### src/rtl/program_control_unit.sv
// Program-flow controller: fetch/execute phase, instruction latch,
// program counter with jump/call/return and a hardware return-address stack.
module program_control_unit #(
    parameter int AW          = 12,
    parameter int IW          = 8,
    parameter int OPW         = 4,
    parameter int STACK_DEPTH = 4
) (
    input  logic                             clock,
    input  logic                             reset,
    input  logic                             hold,
    input  logic [IW-1:0]                    program_byte,
    input  logic                             inc_pc,
    input  logic                             load_pc,
    input  logic                             call,
    input  logic                             ret,
    input  logic [AW-1:0]                    target,
    output logic [AW-1:0]                    PC,
    output logic                             phase,
    output logic [IW-OPW-1:0]                instr,
    output logic [OPW-1:0]                   oprnd,
    output logic [$clog2(STACK_DEPTH+1)-1:0] sp,
    output logic                             stack_full,
    output logic                             stack_empty,
    output logic                             stack_err
);

    localparam int SPW = $clog2(STACK_DEPTH + 1);
    // Stack index width; at least one bit so a depth-1 stack still has an index.
    localparam int AIW = (STACK_DEPTH > 1) ? $clog2(STACK_DEPTH) : 1;
    localparam logic [SPW-1:0] SP_MAX = SPW'(STACK_DEPTH);

    typedef enum logic {
        FETCH   = 1'b0,
        EXECUTE = 1'b1
    } phase_t;

    phase_t            state_q;
    phase_t            state_d;
    logic [AW-1:0]     pc_q;
    logic [AW-1:0]     pc_d;
    logic [AW-1:0]     pc_inc;
    logic [IW-OPW-1:0] instr_q;
    logic [IW-OPW-1:0] instr_d;
    logic [OPW-1:0]    oprnd_q;
    logic [OPW-1:0]    oprnd_d;
    logic [SPW-1:0]    sp_q;
    logic [SPW-1:0]    sp_d;
    logic              err_q;
    logic              err_d;
    logic              push_en;
    logic [AIW-1:0]    wr_idx;
    logic [AIW-1:0]    rd_idx;

    // Return-address storage; entries above sp are stale and never read.
    logic [AW-1:0] stack_mem [2**AIW];

    // Increment wraps modulo 2^AW, used for both inc_pc and pushed returns.
    assign pc_inc = pc_q + AW'(1);
    assign wr_idx = AIW'(sp_q);
    assign rd_idx = AIW'(sp_q - SPW'(1));

    // Next-state decode: fetch latches the program byte, execute applies
    // the highest-priority command (ret > call > load_pc > inc_pc).
    always_comb begin
        state_d = state_q;
        pc_d    = pc_q;
        instr_d = instr_q;
        oprnd_d = oprnd_q;
        sp_d    = sp_q;
        err_d   = err_q;
        push_en = 1'b0;
        if (!hold) begin
            case (state_q)
                FETCH: begin
                    state_d = EXECUTE;
                    instr_d = program_byte[IW-1:OPW];
                    oprnd_d = program_byte[OPW-1:0];
                end
                EXECUTE: begin
                    state_d = FETCH;
                    if (ret) begin
                        if (sp_q != '0) begin
                            pc_d = stack_mem[rd_idx];
                            sp_d = sp_q - SPW'(1);
                        end else begin
                            // Underflow: skip the return, flag it.
                            pc_d  = pc_inc;
                            err_d = 1'b1;
                        end
                    end else if (call) begin
                        if (sp_q != SP_MAX) begin
                            push_en = 1'b1;
                            sp_d    = sp_q + SPW'(1);
                            pc_d    = target;
                        end else begin
                            // Overflow: stack untouched, fall through.
                            pc_d  = pc_inc;
                            err_d = 1'b1;
                        end
                    end else if (load_pc) begin
                        pc_d = target;
                    end else if (inc_pc) begin
                        pc_d = pc_inc;
                    end
                end
                default: begin
                    state_d = FETCH;
                end
            endcase
        end
    end

    // Architectural registers with asynchronous reset.
    always_ff @(posedge clock or posedge reset) begin
        if (reset) begin
            state_q <= FETCH;
            pc_q    <= '0;
            instr_q <= '0;
            oprnd_q <= '0;
            sp_q    <= '0;
            err_q   <= 1'b0;
        end else begin
            state_q <= state_d;
            pc_q    <= pc_d;
            instr_q <= instr_d;
            oprnd_q <= oprnd_d;
            sp_q    <= sp_d;
            err_q   <= err_d;
        end
    end

    // Stack write port; contents need no reset since sp gates every read.
    always_ff @(posedge clock) begin
        if (push_en) begin
            stack_mem[wr_idx] <= pc_inc;
        end
    end

    assign PC          = pc_q;
    assign phase       = state_q;
    assign instr       = instr_q;
    assign oprnd       = oprnd_q;
    assign sp          = sp_q;
    assign stack_err   = err_q;
    assign stack_full  = (sp_q == SP_MAX);
    assign stack_empty = (sp_q == '0);

endmodule

### config.mk
export PLATFORM = sky130hd
export DESIGN_NAME = program_control_unit
export DESIGN_NICKNAME = d
export VERILOG_FILES = /design/src/rtl/program_control_unit.sv
export SDC_FILE = /design/constraint.sdc
export NUM_CORES = 1
export LEC_CHECK = 0
export CORE_ASPECT_RATIO = 1.4
export CORE_MARGIN = 2
export CORE_UTILIZATION = 50
export CTS_CLUSTER_SIZE = 30
export DETAILED_ROUTE_END_ITERATION = 8
export GPL_TIMING_DRIVEN = 0
export PLACE_DENSITY = 0.75
export SKIP_CTS_REPAIR_TIMING = 1
export SYNTH_ARGS = -nofsm -noshare
export SYNTH_HDL_FRONTEND = slang
export SYNTH_SLANG_ARGS = --single-unit
export TNS_END_PERCENT = 30
### constraint.sdc
create_clock -name clock -period 2.4 [get_ports clock]
set_input_delay 0.36 -clock clock [delete_from_list [all_inputs] [get_ports clock]]
set_output_delay 0.36 -clock clock [all_outputs]
set_load 0.005 [all_outputs]
== Word-level counts from Yosys, hierarchy flattened ==
Memories as Yosys holds them, arrays and structs flattened.
Index checks and enable logic that the tools add are counted.
Word-level totals
  memories: 1
  register bits after elaboration: 25
  RAM bits: 48
  logic and storage cells: 48
  output and inout port bits: 27
  bits of input ports: 27
Memories
  stack_mem: depth 4, bits a word 12, rd ports 1, clocked after memory_dff 0, write ports 1, RTL line 56  | logic [AW-1:0] stack_mem [2**AIW];
Operators by class
  eq/ne operators: 5
  muxes and demuxes: 22
  $add $sub $neg: 3
  bitwise logic cells: 2
  reduce and logical (&&, ||, !) cells: 9
Operators by type and width (count)
  $mux W12: 6
  $add A12 B1 Y12 const B: 1
  $mux W3: 4
  $mux W1: 11
  $reduce_and A5 Y1: 2
  $ne A2 B2 Y1 const B: 2
  $reduce_bool A2 Y1: 2
  $reduce_bool A4 Y1: 1
  $add A3 B1 Y3 const B: 1
  $eq A3 B3 Y1 const B: 1
  $logic_not A3 Y1: 1
  $ne A3 B3 Y1 const B: 1
  $reduce_and A3 Y1: 1
  $reduce_bool A3 Y1: 1
  $sub A3 B1 Y3 const B: 1
  $ne A2 B1 Y1 const B: 1
  $not A1 Y1: 2
  $pmux W1 S2: 1
  $reduce_and A2 Y1: 1

== Logic depth before layout (Yosys ltp) ==
Gate-level depths: netlist (run 1).
  depth after elaboration: 8
  gate-level depth with buffers: 10
  mapped depth without buffers: 7

== Worst setup path after synthesis (run 1) ==
Ideal clock, no wire load.
  path type: register to register
  from: reg sp_q[0] (netlist: sp[0])
  to: mem stack_mem[0][0], enable pin
  data required time: 2.045 ns
  buffers on the path: 1
  period minus slack after synthesis: 2.104 ns
  stages on the path, launching flop included: 8
  setup slack: 0.296 ns
  arrival: 1.749 ns
  library setup time: 0.355 ns
  cells stage by stage: dfrtp_1 buf_6 inv_1 ha_1 nand2_1 nand2b_4 nor2_1 and2_1
Between the ends
  cells in the longest elaborated chain, start to end: 8
Ends and longest elaborated chain
  start, declared: RTL line 47  | logic [SPW-1:0] sp_q;
  start signal, assigned: RTL line 128  | sp_q <= sp_d;
  $ne A3 B3 Y1: RTL line 92  | if (sp_q != SP_MAX) begin
  $mux W1: RTL line 92
  $mux W1: RTL line 91  | end else if (call) begin
  $mux W1: RTL line 82  | if (ret) begin
  $mux W1: RTL line 74  | case (state_q)
  $mux W1: RTL line 73  | if (!hold) begin
  $mux W1: RTL line 135  | if (push_en) begin
  $mux W1 (not written as such): RTL line 136  | stack_mem[wr_idx] <= pc_inc;
  end, declared: RTL line 56
Several ways; a longest one is shown, not always the timed one.

== Worst setup path after layout (run 1) ==
  from: reg sp_q[0] (netlist: sp[0])
  to: out stack_full
Between the ends
  cells in the longest elaborated chain, start to end: 1
Ends and longest elaborated chain
  $eq A3 B3 Y1: RTL line 146  | assign stack_full = (sp_q == SP_MAX);
  end, declared: RTL line 23  | output logic stack_full,
Every way passes these cells.

==> qor.csv, run 1 <==
metric,value,unit
outcome,"complete, no violations",
power_frac_seq,0.382,
fmax,434,MHz
finish.net_count,340,
placeableCoreArea,0.00661,mm^2
synthTopCellsByArea,"edfxtp_1, dfrtp_1, mux4_1, mux2_2, mux4_2",
drv.max_cap_violation_count,0,
global_route.usage.total,0.208,
setup.worst_path.end_class,output port,
clock_path_buffers,2,
synth_edf_count,48,
power_frac_clock,0.203,
critPathMaxStageDelay,510,ps
die_area,0.00755,mm^2
power_per_cell_area,1220,mW/mm^2
final_min_period_over_clock_period,0.961,
viasPerCell,5.48,
ctsRootBufferMaster,clkbuf_8,
topRoutingLayerUsed,met4,
totalWireLength,7300,um
worst_setup_path_start_kind,register,
power_report.internal_total,3.57,mW
holdWs,482,ps
timing.final.hold_violations,0,
route.met2.wl,3880,um
critPathTopFamily,buffers and inverters,
hpwl,5100,um
routedWlPerCell,18.1,um
synth.cells.most_frequent,"edfxtp_1, dfrtp_1, nand2_1",
crit_slowest_cell,clkdlybuf4s50_1,
cts_tree,done,
netlist-cell-type-count,49,
syn_avg_cell_area,14.5,um^2
die-height,102,um
final_area,0.00438,mm^2
min-delay-path-class,reg2reg,
yosysWarnings,0,
final-setup-viol-count,0,
most_frequent_cell_after_synthesis,edfxtp_1,
synthFlopType,edfxtp_1,
detail_route.wirelength.met1,2860,um
dpl_cell_area,0.00408,mm^2
final_count_of_pins_violating_max_slew,0,
floorplan.die.width,74.0,um
timing.clock.skew,7.75,ps
critical_path_peak_fanout,10,
period_needed,2310,ps
synthCells,237,
insertion_delay,350,ps
design.portCount,54,
power.share.switching,0.328,
timing.max_slew.rel_slack,0.311,
seq_area_frac_synth,0.603,
total_number_of_vias,2213,
ant_diodes,0,
criticalPathCategory,reg2out,
clock_tree.htree_level_count,3,
start_util,0.519,
pin_count_of_the_biggest_net_entering_global_routing,26,
grt_pass1_vias,2195,
setup-tns-final,0,ps
cts.sink_count,73,
share_comb_of_total_power,0.414,
fill_cells,497,
clkTransAtPathRegs,80,ps
globalRouteOverflowTotal,0,
max_slew.worst_pin.slew,1030,ps
areaGrowthSynthToFinish,27.6,%
detail_route.first_pass.iterations,4,
gp_congestion,0.855,
routed-wl-met3,361,um
cp.arrival,1950,ps
yosysTopAreaCellShare,0.420,
max-vdd-ir-drop,0.000586,V
worstPathRequired,2040,ps
ys_async_sr_fraction,0.342,
post-route-drc-count,0,
net_switching_power,1.75,mW
flip_flop_and_latch_count_after_synthesis,73,
detailedRoute.firstIterationViolations,274,
synth_top_cell_by_area,edfxtp_1,
critPathBufInv,4,
std_cell_rows,35,
netlist_area,0.00343,mm^2
grt_first_pass_wirelength,11300,um
syn_nets,270,
antenna_left,0,
critical_path.cell_chain,buf_12 -> clkinvlp_4 -> ha_4 -> nand2_2 -> inv_1 -> clkdlybuf4s50_1,
port-buffer-count,53,
cts_inserted_buffers,9,
antenna_violations_before_repair,0,
drive_gt1_frac,0.183,
power_leakage,1.63,nW
-- state kept, by name, indices dropped and copies added, names as in the netlist --
name	flops
sp	3
PC	12
stack_mem	48
stack_err	1
phase	1
oprnd	4
instr	4
-- cell usage in the layout, fill, tap and decap left out, types with 3 or more instances in the layout --
cell type,netlist,routed
mux4_2,4,4
ha_1,6,5
buf_6,4,3
edfxtp_1,48,48
buf_4,0,6
buf_2,3,3
a22oi_1,4,4
nand2_1,18,17
inv_1,9,8
a21oi_1,8,8
nor3_1,3,3
clkdlybuf4s50_1,0,53
o21ai_0,4,4
o21ai_1,4,4
clkbuf_8,0,9
xnor2_1,9,9
mux2_2,10,10
a31oi_1,5,5
and2_1,5,4
a22o_1,3,3
nor2_1,13,13
mux4_1,8,8
dfrtp_1,25,24
xor2_1,4,4
nand3_1,3,3
-- routing by layer --
| layer | GRT usage | vias up |
|---|---|---|
| met5 | 0 | - |
| met4 | 0.0937 | 0 |
| met3 | 0.0513 | 13 |
| met2 | 0.346 | 56 |
| met1 | 0.254 | 1098 |
| li1 | - | 1046 |
-- path summary, 6_finish.rpt --
check / endpoint / from / depth (start not counted) / slack (ps)
worst max-delay path: stack_full / sp[0] / 6 / 90
worst min-delay path: stack_err / stack_err / 1 / 480
worst max register to register: stack_mem[0][8] / sp[0] / 7 / 120
worst min register to register: stack_err / stack_err / 1 / 480
max in group asynchronous: sp[0] / reset / 2 / 1150
min in group asynchronous: instr[1] / reset / 2 / 560
-- final cells by class --
type / count / area, um^2 / share of cell area
plain buffers: 8 / 72.6 / 0.0166
multi-input cells: 147 / 1280 / 0.293
repair buffers: 59 / 576 / 0.132
well taps: 92 / 115 / 0.0263
inverters: 9 / 37.5 / 0.00858
clock buffers: 9 / 124 / 0.0283
clock inverters: 7 / 101 / 0.0232
flip-flops and latches: 73 / 2070 / 0.473
-- through the flow --
stage | cells | power (mW) | utilization | setup slack (ps)
after floorplan | 237 | 3.23 | - | 296
after global placement | 382 | 4.05 | 0.616 | -205
after detailed placement | 382 | 4.12 | 0.616 | -222
after CTS | 398 | 5.21 | 0.650 | -284
after global routing | 404 | 5.62 | 0.662 | -13.9
final | 404 | 5.32 | 0.662 | 94.3
-- power groups by stage --
stage                     logic, mW  registers (mW)  clock network (mW)
after detailed placement       2.06            2.05                   0
final                          2.20            2.03                1.08
after global routing           2.39            2.06                1.17
after global placement         2.01            2.05                   0
after floorplan                1.22            2.01                   0
after CTS                      2.08            2.03                1.10
-- logic make-up after synthesis --
group,count (synthesis),synth area share
buffers and inverters,17,0.0285
adder cells (fa/ha/maj),6,0.0219
XOR/XNOR,14,0.0379
multiplexers,23,0.123
AO/OA/AOI/OAI,43,0.0835
flip-flops,73,0.603
AND/OR/NAND/NOR,61,0.102
Power figures use the tool's default switching activity.
==> run 2, diff against run 1 <==
--- a/config.mk
+++ b/config.mk
@@ -11,7 +11,7 @@
 export CTS_CLUSTER_SIZE = 30
 export DETAILED_ROUTE_END_ITERATION = 8
 export GPL_TIMING_DRIVEN = 0
-export PLACE_DENSITY = 0.75
+export PLACE_DENSITY = 0.83
 export SKIP_CTS_REPAIR_TIMING = 1
 export SYNTH_ARGS = -nofsm -noshare
 export SYNTH_HDL_FRONTEND = slang
==> qor.csv, run 2 (synthesis results as in run 1) <==
metric,value,unit
design.portCount,54,
gp_congestion,0.819,
die-height,102,um
clock_tree.htree_level_count,3,
viasPerCell,5.53,
final-setup-viol-count,0,
clock_path_buffers,2,
top_register,stack_mem,
grt_first_pass_wirelength,11100,um
final_min_period_over_clock_period,0.945,
worst_hold_endpoint,stack_err,
outcome,"complete, no violations",
insertion_delay,340,ps
detail_route.first_pass.iterations,4,
detailedRoute.firstIterationViolations,256,
antenna_left,0,
power.share.switching,0.323,
power_frac_seq,0.395,
placeableCoreArea,0.00661,mm^2
areaGrowthSynthToFinish,26.1,%
std_cell_rows,35,
max-vdd-ir-drop,0.000721,V
worst_setup_path_start_kind,register,
share_comb_of_total_power,0.409,
drv.max_cap_violation_count,0,
global_route.usage.total,0.204,
holdWs,466,ps
net_switching_power,1.67,mW
cp.arrival,2500,ps
drive_gt1_frac,0.167,
mostFrequentLayoutCell,clkdlybuf4s50_1,
post-route-drc-count,0,
total_number_of_vias,2201,
critical_path_peak_fanout,10,
final_area,0.00433,mm^2
floorplan.die.width,74.0,um
max_slew.worst_pin.slew,1000,ps
pin_count_of_the_biggest_net_entering_global_routing,26,
timing.max_slew.rel_slack,0.331,
dpl_cell_area,0.00408,mm^2
cts.sink_count,73,
timing.rr.start,sp[0],
hpwl,5100,um
antenna_violations_before_repair,0,
power_leakage,1.63,nW
cts_inserted_buffers,9,
clkTransAtPathRegs,80,ps
final_count_of_pins_violating_max_slew,0,
globalRouteOverflowTotal,0,
period_needed,2270,ps
min-delay-path-class,reg2reg,
setup.worst_path.end_class,register,
start_util,0.519,
endpoint_of_the_lowest_slack_register_to_register_path,PC[9],
grt_pass1_vias,2209,
largest_register_ffs,48,
fmax,441,MHz
worst-r2r-cell-count,8,
min_delay_path_depth,1,
ant_diodes,0,
cts_tree,done,
routedWlPerCell,18.1,um
die_area,0.00755,mm^2
criticalPathCategory,reg2reg,
fill_cells,484,
power_frac_clock,0.196,
grt_setup_unrepaired,false,
totalWireLength,7220,um
port-buffer-count,53,
timing.clock.skew,8.40,ps
worstPathRequired,2630,ps
power_per_cell_area,1200,mW/mm^2
finish.net_count,334,
hold_path.startpoint,stack_err,
layout_common_cells,"clkdlybuf4s50_1, edfxtp_1, dfrtp_1, nand2_1, nor2_1",
timing.final.hold_violations,0,
power_report.internal_total,3.50,mW
ctsRootBufferMaster,clkbuf_8,
r2r_setup_slack,130,ps
==> run 2: power groups by stage <==
stage | logic (mW) | registers (mW) | clock network (mW)
after floorplan | 1.22 | 2.01 | 0
after global placement | 1.98 | 2.04 | 0
after detailed placement | 2.05 | 2.06 | 0
after CTS | 2.07 | 2.04 | 1.03
after global routing | 2.30 | 2.09 | 1.08
final | 2.12 | 2.04 | 1.01
==> run 2: routing by layer <==
metal / vias up / global-route usage / routed length, um
li1: 1030 / - / -
met1: 1097 / 0.248 / 2860
met2: 62 / 0.354 / 3910
met3: 12 / 0.0355 / 315
met4: 0 / 0.0881 / 135
met5: - / 0 / 0
==> run 2: critical path, stage by stage (launching register included) <==
cell and delay (ps):
dfrtp_2 490, buf_12 190, clkinvlp_4 160, ha_4 330
clkbuf_4 240, mux4_2 330, nand2_1 90, o2111ai_1 120
o22a_1 200
==> run 2: through the flow <==
stage / setup TNS (ps) / total power, mW / setup slack [ps] / utilization / std cells
finish: 0 / 5.17 / 131 / 0.654 / 398
global route: 0 / 5.47 / 39.1 / 0.654 / 398
CTS: -11260 / 5.13 / -268 / 0.648 / 398
global placement: -6470 / 4.03 / -138 / 0.616 / 382
detailed placement: -10110 / 4.12 / -209 / 0.616 / 382
floorplan: 0 / 3.23 / 296 / - / 237
==> run 2: area by class of cell <==
| class | count | area [um^2] | area share |
|---|---|---|---|
| well taps | 92 | 115 | 0.0266 |
| clock buffers | 10 | 128 | 0.0295 |
| inverters | 9 | 37.5 | 0.00868 |
| flip-flops and latches | 73 | 2070 | 0.478 |
| repair buffers | 53 | 536 | 0.124 |
| clock inverters | 6 | 81.3 | 0.0188 |
| multi-input cells | 147 | 1280 | 0.297 |
| plain buffers | 8 | 75.1 | 0.0174 |
==> run 2: worst max path at each step <==
stage	start	cells past startpoint	to	slack, ps
4_1_cts	sp[0]	6	stack_full	-270
2_1_floorplan	sp[0]	7	stack_mem[0][0]	300
3_5_place_dp	sp[0]	7	stack_mem[3][3]	-210
3_3_place_gp	sp[0]	7	stack_mem[0][3]	-140
5_1_grt	sp[0]	8	PC[9]	40
6_report	sp[0]	8	PC[9]	130
==> run 3, diff against run 2 <==
--- a/config.mk
+++ b/config.mk
@@ -5,8 +5,9 @@
 export SDC_FILE = /design/constraint.sdc
 export NUM_CORES = 1
 export LEC_CHECK = 0
+export ABC_CLOCK_PERIOD_IN_PS = 2400
 export CORE_ASPECT_RATIO = 1.4
-export CORE_MARGIN = 2
+export CORE_MARGIN = 5
 export CORE_UTILIZATION = 50
 export CTS_CLUSTER_SIZE = 30
 export DETAILED_ROUTE_END_ITERATION = 8
@@ -16,4 +17,4 @@
 export SYNTH_ARGS = -nofsm -noshare
 export SYNTH_HDL_FRONTEND = slang
 export SYNTH_SLANG_ARGS = --single-unit
-export TNS_END_PERCENT = 30
+export TNS_END_PERCENT = 10
==> qor.csv, run 3 (synthesis results as in run 1) <==
metric,value,unit
power_leakage,1.62,nW
setup.worst_path.end_class,output port,
period_needed,2370,ps
routedWlPerCell,18.3,um
final_cells,398,
final_count_of_pins_violating_max_slew,0,
min-delay-path-class,reg2reg,
worst_setup_path_start_kind,register,
critical_path.cell_chain,buf_12 -> clkinvlp_4 -> ha_4 -> nand2_2 -> inv_1 -> clkdlybuf4s50_1,
global_route.usage.total,0.183,
cp.arrival,2010,ps
total_number_of_vias,2208,
cts_tree,done,
die-height,108,um
std_cell_rows,35,
fmax,422,MHz
drive_gt1_frac,0.173,
critPathTopFamily,buffers and inverters,
gp_congestion,0.816,
post-route-drc-count,0,
ant_diodes,0,
grt_pass1_vias,2346,
drv.max_cap_violation_count,0,
detail_route.first_pass.iterations,4,
floorplan.die.width,80.0,um
ctsRootBufferMaster,clkbuf_8,
mostFrequentLayoutCell,clkdlybuf4s50_1,
critPathBufInv,4,
finish.utilization,0.651,
grt_first_pass_wirelength,11700,um
placeableCoreArea,0.00666,mm^2
totalWireLength,7290,um
start_util,0.515,
critPathMaxStageDelay,500,ps
dp_cells,382,
critical_path_peak_fanout,10,
finish.net_count,334,
final_min_period_over_clock_period,0.988,
layout_common_cells,"clkdlybuf4s50_1, edfxtp_1, dfrtp_1, nand2_1, nor2_1",
die_area,0.00864,mm^2
crit_slowest_cell,dfrtp_2,
power_per_cell_area,1200,mW/mm^2
pin_count_of_the_biggest_net_entering_global_routing,26,
areaGrowthSynthToFinish,26.3,%
largest_register_ffs,48,
globalRouteOverflowTotal,0,
detailedRoute.firstIterationViolations,160,
outcome,"complete, no violations",
worstPathRequired,2040,ps
cts_inserted_buffers,9,
criticalPathCategory,reg2out,
viasPerCell,5.55,
insertion_delay,350,ps
timing.clock.skew,12.7,ps
design.portCount,54,
max_slew.worst_pin.slew,999,ps
hpwl,5270,um
clock_tree.htree_level_count,3,
top_register,stack_mem,
port-buffer-count,53,
clock_path_buffers,2,
clkTransAtPathRegs,80,ps
antenna_left,0,
max-vdd-ir-drop,0.000498,V
grt_setup_unrepaired,true,
timing.max_slew.rel_slack,0.333,
antenna_violations_before_repair,0,
cts.sink_count,73,
final-setup-viol-count,0,
timing.final.hold_violations,0,
[run 3: worst paths after layout]
| path | start | cells after the start | to | slack, ps |
|---|---|---|---|---|
| setup / recovery | sp[0] | 6 | stack_full | 30 |
| hold reg to reg | stack_err | 1 | stack_err | 470 |
| max in group asynchronous | reset | 2 | sp[0] | 1180 |
| setup reg to reg | sp[0] | 8 | PC[9] | 170 |
| hold / removal | stack_err | 1 | stack_err | 470 |
| min in group asynchronous | reset | 2 | oprnd[2] | 550 |
[run 3: layout make-up]
cell class                      count  area [um^2]
Clock inverter                      6         91.3
Timing Repair Buffer               53          533
Clock buffer                       10          128
Tap cell                           92          115
Multi-Input combinational cell    147         1280
Buffer                              8         75.1
Inverter                            9         37.5
Fill cell                         505         2320
Sequential cell                    73         2070
[run 3: per-layer routing]
metal  part of all wire  track usage
met1               0.38        0.208
met4              0.032       0.0870
met3              0.035       0.0450
met5                  0            0
met2               0.55        0.318
[run 3: report_power, final]
group / switching [mW] / total [mW] / internal, mW
Combinational: 0.953 / 2.12 / 1.17
Sequential: 0.292 / 2.04 / 1.75
Clock: 0.453 / 1.04 / 0.591
[run 3: per-stage QoR]
stage	hold slack, ps	setup WS [ps]	total power [mW]	TNS, ps	area, um^2
CTS	477	-265	5.18	-11330	4290
global placement	438	-146	4.05	-6990	4080
detailed placement	460	-228	4.13	-10420	4080
floorplan	387	296	3.23	0	3430
global route	498	-46.8	5.51	-46.8	4330
finish	472	29.7	5.21	0	4330
